--- src/rtl/viterbi_ctrl.sv ---
// Viterbi decoder frame controller: sequences ACS updates, traceback and frame completion.
// Optional path-metric normalization is enabled by defining VITERBI_NORM_EN.
module viterbi_ctrl #(
  parameter int FRAME_LEN = 32,
  parameter int PM_W      = 7,
  parameter int NORM_TH   = 64
) (
  input  logic            clk,
  input  logic            rst,
  input  logic            start,
  input  logic            sym_valid,
  output logic            sym_ready,
  output logic            acs_en,
  input  logic [PM_W-1:0] pm_min,
  output logic            norm_en,
  output logic [PM_W-1:0] norm_val,
  output logic            ovf,
  output logic [7:0]      step_cnt,
  output logic            tb_start,
  input  logic            tb_done,
  output logic            frame_done,
  output logic            busy
);

  typedef enum logic [1:0] {
    IDLE  = 2'd0,
    ACS   = 2'd1,
    TRACE = 2'd2,
    DONE  = 2'd3
  } state_t;

  localparam logic [7:0]    LAST_STEP = 8'(FRAME_LEN - 1);
  // One extra bit so a threshold of exactly 2**PM_W never matches.
  localparam logic [PM_W:0] NORM_TH_W = (PM_W + 1)'(NORM_TH);

  state_t state;
  state_t state_next;
  logic   handshake;
  logic   last_step;
  logic   over_th;
  logic   trace_first;

  assign handshake = sym_valid & sym_ready;
  assign last_step = (step_cnt == LAST_STEP);
  assign over_th   = ({1'b0, pm_min} >= NORM_TH_W);

  always_ff @(posedge clk or negedge rst) begin
    if (!rst) begin
      state <= IDLE;
    end else begin
      state <= state_next;
    end
  end

  always_comb begin
    state_next = state;
    case (state)
      IDLE:    if (start) state_next = ACS;
      ACS:     if (handshake && last_step) state_next = TRACE;
      TRACE:   if (tb_done) state_next = DONE;
      DONE:    state_next = IDLE;
      default: state_next = IDLE;
    endcase
  end

  always_comb begin
    sym_ready  = 1'b0;
    tb_start   = 1'b0;
    frame_done = 1'b0;
    busy       = 1'b1;
    case (state)
      IDLE:    busy       = 1'b0;
      ACS:     sym_ready  = 1'b1;
      TRACE:   tb_start   = trace_first;
      DONE:    frame_done = 1'b1;
      default: busy       = 1'b0;
    endcase
  end

  assign acs_en = handshake;

  // Counter points at the step about to be processed; wraps to 0 on the frame's last step.
  always_ff @(posedge clk or negedge rst) begin
    if (!rst) begin
      step_cnt <= 8'd0;
    end else if (state == IDLE && start) begin
      step_cnt <= 8'd0;
    end else if (handshake) begin
      step_cnt <= last_step ? 8'd0 : step_cnt + 8'd1;
    end
  end

  always_ff @(posedge clk or negedge rst) begin
    if (!rst) begin
      trace_first <= 1'b0;
    end else begin
      trace_first <= (state == ACS) && (state_next == TRACE);
    end
  end

`ifdef VITERBI_NORM_EN
  logic            norm_pending;
  logic [PM_W-1:0] norm_amount;

  // A fresh threshold crossing takes priority over consuming an older request.
  always_ff @(posedge clk or negedge rst) begin
    if (!rst) begin
      norm_pending <= 1'b0;
      norm_amount  <= '0;
    end else if (state == DONE) begin
      norm_pending <= 1'b0;
    end else if (handshake) begin
      if (over_th) begin
        norm_pending <= 1'b1;
        norm_amount  <= pm_min;
      end else begin
        norm_pending <= 1'b0;
      end
    end
  end

  assign norm_en  = acs_en & norm_pending;
  assign norm_val = norm_amount;
  assign ovf      = 1'b0;
`else
  logic ovf_flag;

  always_ff @(posedge clk or negedge rst) begin
    if (!rst) begin
      ovf_flag <= 1'b0;
    end else if (handshake && over_th) begin
      ovf_flag <= 1'b1;
    end
  end

  assign norm_en  = 1'b0;
  assign norm_val = '0;
  assign ovf      = ovf_flag;
`endif

endmodule

--- config.mk ---
export PLATFORM = sky130hd
export DESIGN_NAME = viterbi_ctrl
export DESIGN_NICKNAME = d
export VERILOG_FILES = /design/src/rtl/viterbi_ctrl.sv
export SDC_FILE = /design/constraint.sdc
export NUM_CORES = 1
export LEC_CHECK = 0
export ABC_AREA = 1
export CORE_ASPECT_RATIO = 1.25
export CORE_MARGIN = 5
export CORE_UTILIZATION = 43
export CTS_CLUSTER_SIZE = 25
export DETAILED_ROUTE_END_ITERATION = 6
export PLACE_DENSITY = 0.9
export SETUP_SLACK_MARGIN = 0.15
export SYNTH_ARGS = -nofsm -noshare
export SYNTH_HDL_FRONTEND = slang
export SYNTH_SLANG_ARGS = --single-unit
export TNS_END_PERCENT = 50
--- constraint.sdc ---
create_clock -name clk -period 3.65 [get_ports clk]
set_input_delay 1.095 -clock clk [delete_from_list [all_inputs] [get_ports clk]]
set_output_delay 1.095 -clock clk [all_outputs]
set_load 0.02 [all_outputs]
==> impl_metrics.toml <==
[clocking]
clock-root-buffer = "clkbuf_4"
clockBufferDepth = 2
cts_tree = "built"
cts_num_sinks = 12
cts_buffers = 3
clk_latency_ns = 0.27
clkTransAtPathRegs_ns = 0.07
cts_max_level = 1

[final_layout]
mostFrequentLayoutCells = "nand2_1 (21), clkdlybuf4s50_1 (18), dfrtp_1 (12)"
syn2layout_area_growth_pct = 28.1
final_nets = 131
finalNonFillerCells = 134
antennaDiodeCount = 0
layout-drive-gt1-share_pct = 14.7
final_core_util_pct = 59.1
layout_commonest_cell = "nand2_1"

[pwr]
irDropWorstVdd_mv = 0.429
power.leakage_nw = 0.444
powerDensity_mw_per_mm2 = 630

[sta]
worst_slack_ns = 0.390
finalSetupTns_ns = 0
fin_crit_sh_pct = 89.3
clock_skew_ns = 0.00584
max_freq_mhz = 307
worst_slew_pin_slew_ns = 0.550
drv_slew = 0
rsz0062_at_grt = "no"
hold_viol = 0
whs_ns = 0.458
fin_crit_ns = 3.26
slew_headroom_pct = 63.2
setup_viol = 0

[synth]
yosysSeqAreaShare_pct = 40.7
netlist_instances = 94
syn_avg_cell_area_um2 = 7.85
synthDistinctLibCells = 20
ys_ff_latch = 12
syn_area_um2 = 738
ys_warn_count = 0

[setup_path]
cp-end-kind = "output port"
crit_type = "primary input to output port"
cp.required_ns = 2.55
slowest_delay_ns = 0.51
cpLargestDelayFamily = "buffers and inverters"
cp_cell_sequence = "clkdlybuf4s50_1, nand3_4, inv_2, dlygate4sd2_1"
path_max_fanout = 6
critPathBufInv = 3
startpoint_type = "primary input"
slowest_stage = "clkdlybuf4s50_1"
arrival_ns = 2.17

[global_routing]
overflow = 0
grt_pass1_vias = 594
grt_pass1_wl_um = 2690
grt_max_degree = 13
grt_antenna_before_repair = 0
grt_use_total_pct = 13.9

[routing]
ant_nets = 0
drt-total-wl_um = 1580
wl_per_cell_um = 11.8
via_per_inst = 4.74
vias = 635
firstDrtPassIters = 4
drtIter0Drc = 6
route.detailed.drc = 0

[status]
status = "completed"

[die]
pin_count = 34
num_rows = 16
die_x_um = 47.1
dieArea_mm2 = 0.00265
die_h_um = 56.3
core_mm2 = 0.00160
start_util_pct = 46.1

[placement]
hpwl_um = 1260
place_inst = 131
place_ws_ns = 0.115
port_buffers = 19
gp_congestion = 0.810

[job]
maxCapViolations = 0

[hold_path]
min_path_type = "register to register"
[per-layer routing]
| metal | global-route usage (%) | share of wire [%] |
|---|---|---|
| met1 | 18.0 | 42 |
| met2 | 21.6 | 50 |
| met3 | 2.88 | 6.2 |
| met4 | 5.93 | 1.7 |
| met5 | 0 | 0 |
[path summary, 6_finish.rpt]
check	cells after the start	startpoint	endpoint	slack, ns
max	4	sym_valid	acs_en	0.39
max reg2reg	8	step_cnt[1]	step_cnt[5]	2.33
min reg2reg	1	ovf	ovf	0.46
min in group asynchronous	1	rst	state[1]	1.17
max in group asynchronous	1	rst	ovf	2.11
min	1	ovf	ovf	0.46
[synthesized netlist by cell type]
| cell type | instances | share of area [%] |
|---|---|---|
| nand3_4 | 2 | 4.7 |
| nand3_1 | 6 | 4.1 |
| nor2_1 | 8 | 4.1 |
| conb_1 | 1 | 0.51 |
| o21ai_0 | 2 | 1.4 |
| nand2_1 | 21 | 11 |
| a22o_1 | 1 | 1.2 |
| nand2_2 | 3 | 2.5 |
| inv_2 | 4 | 2.0 |
| inv_1 | 10 | 5.1 |
| a21oi_1 | 2 | 1.4 |
| nor2_4 | 1 | 1.5 |
| dfrtp_1 | 12 | 41 |
| ha_1 | 1 | 1.7 |
| nor2_2 | 2 | 1.7 |
| a21o_1 | 1 | 1.0 |
| buf_4 | 8 | 8.1 |
| o21ai_1 | 4 | 2.7 |
| nand4_1 | 4 | 3.4 |
| nand2_4 | 1 | 1.5 |
[registers in the layout (all words and copies together), names as in the netlist]
name / cells
trace_first: 1
state: 2
step_cnt: 8
ovf: 1
[area by class of cell]
| class | instances | area (µm²) |
|---|---|---|
| clock buffers | 3 | 22.5 |
| multi-input cells | 67 | 352 |
| repair buffers | 20 | 196 |
| inverters | 14 | 52.6 |
| flip-flops and latches | 12 | 300 |
| fillers | 160 | 656 |
| well taps | 18 | 22.5 |
[per-stage QoR]
| step | total power [mW] | area (µm²) |
|---|---|---|
| after detailed placement | 0.521 | 925 |
| after floorplan | 0.398 | 764 |
| after CTS | 0.602 | 946 |
| after global routing | 0.641 | 946 |
| after global placement | 0.509 | 925 |
| final | 0.596 | 946 |
[logic make-up after synthesis]
kind of cell / share of synthesized area (%)
other cells: 0.508
compound gates: 7.63
flops: 40.7
buf+inv: 15.3
fa+ha+maj: 1.69
simple gates: 34.2
[power breakdown]
group | leakage, nW | internal [mW] | switching (mW)
sequential | 0.150 | 0.168 | 0.0416
clock | 0.0138 | 0.0382 | 0.0433
combinational | 0.280 | 0.128 | 0.177
[repair_timing]
action                                  CTS  global route
endpoints found under the setup margin    1             0
gates resized for setup                   1             0
setup buffers                             0             0
hold buffers                              0             0
[worst register-to-register path, cell delays in order, from the launching register on]
cell and delay, ns:
dfrtp_1 0.41, ha_1 0.21, nand2_2 0.09, nor2_4 0.17, nand2_2 0.11, nand2_1 0.07, nand2_1 0.06, nand2_1 0.07
nor2_2 0.03
(Power assumes the default switching activity.)
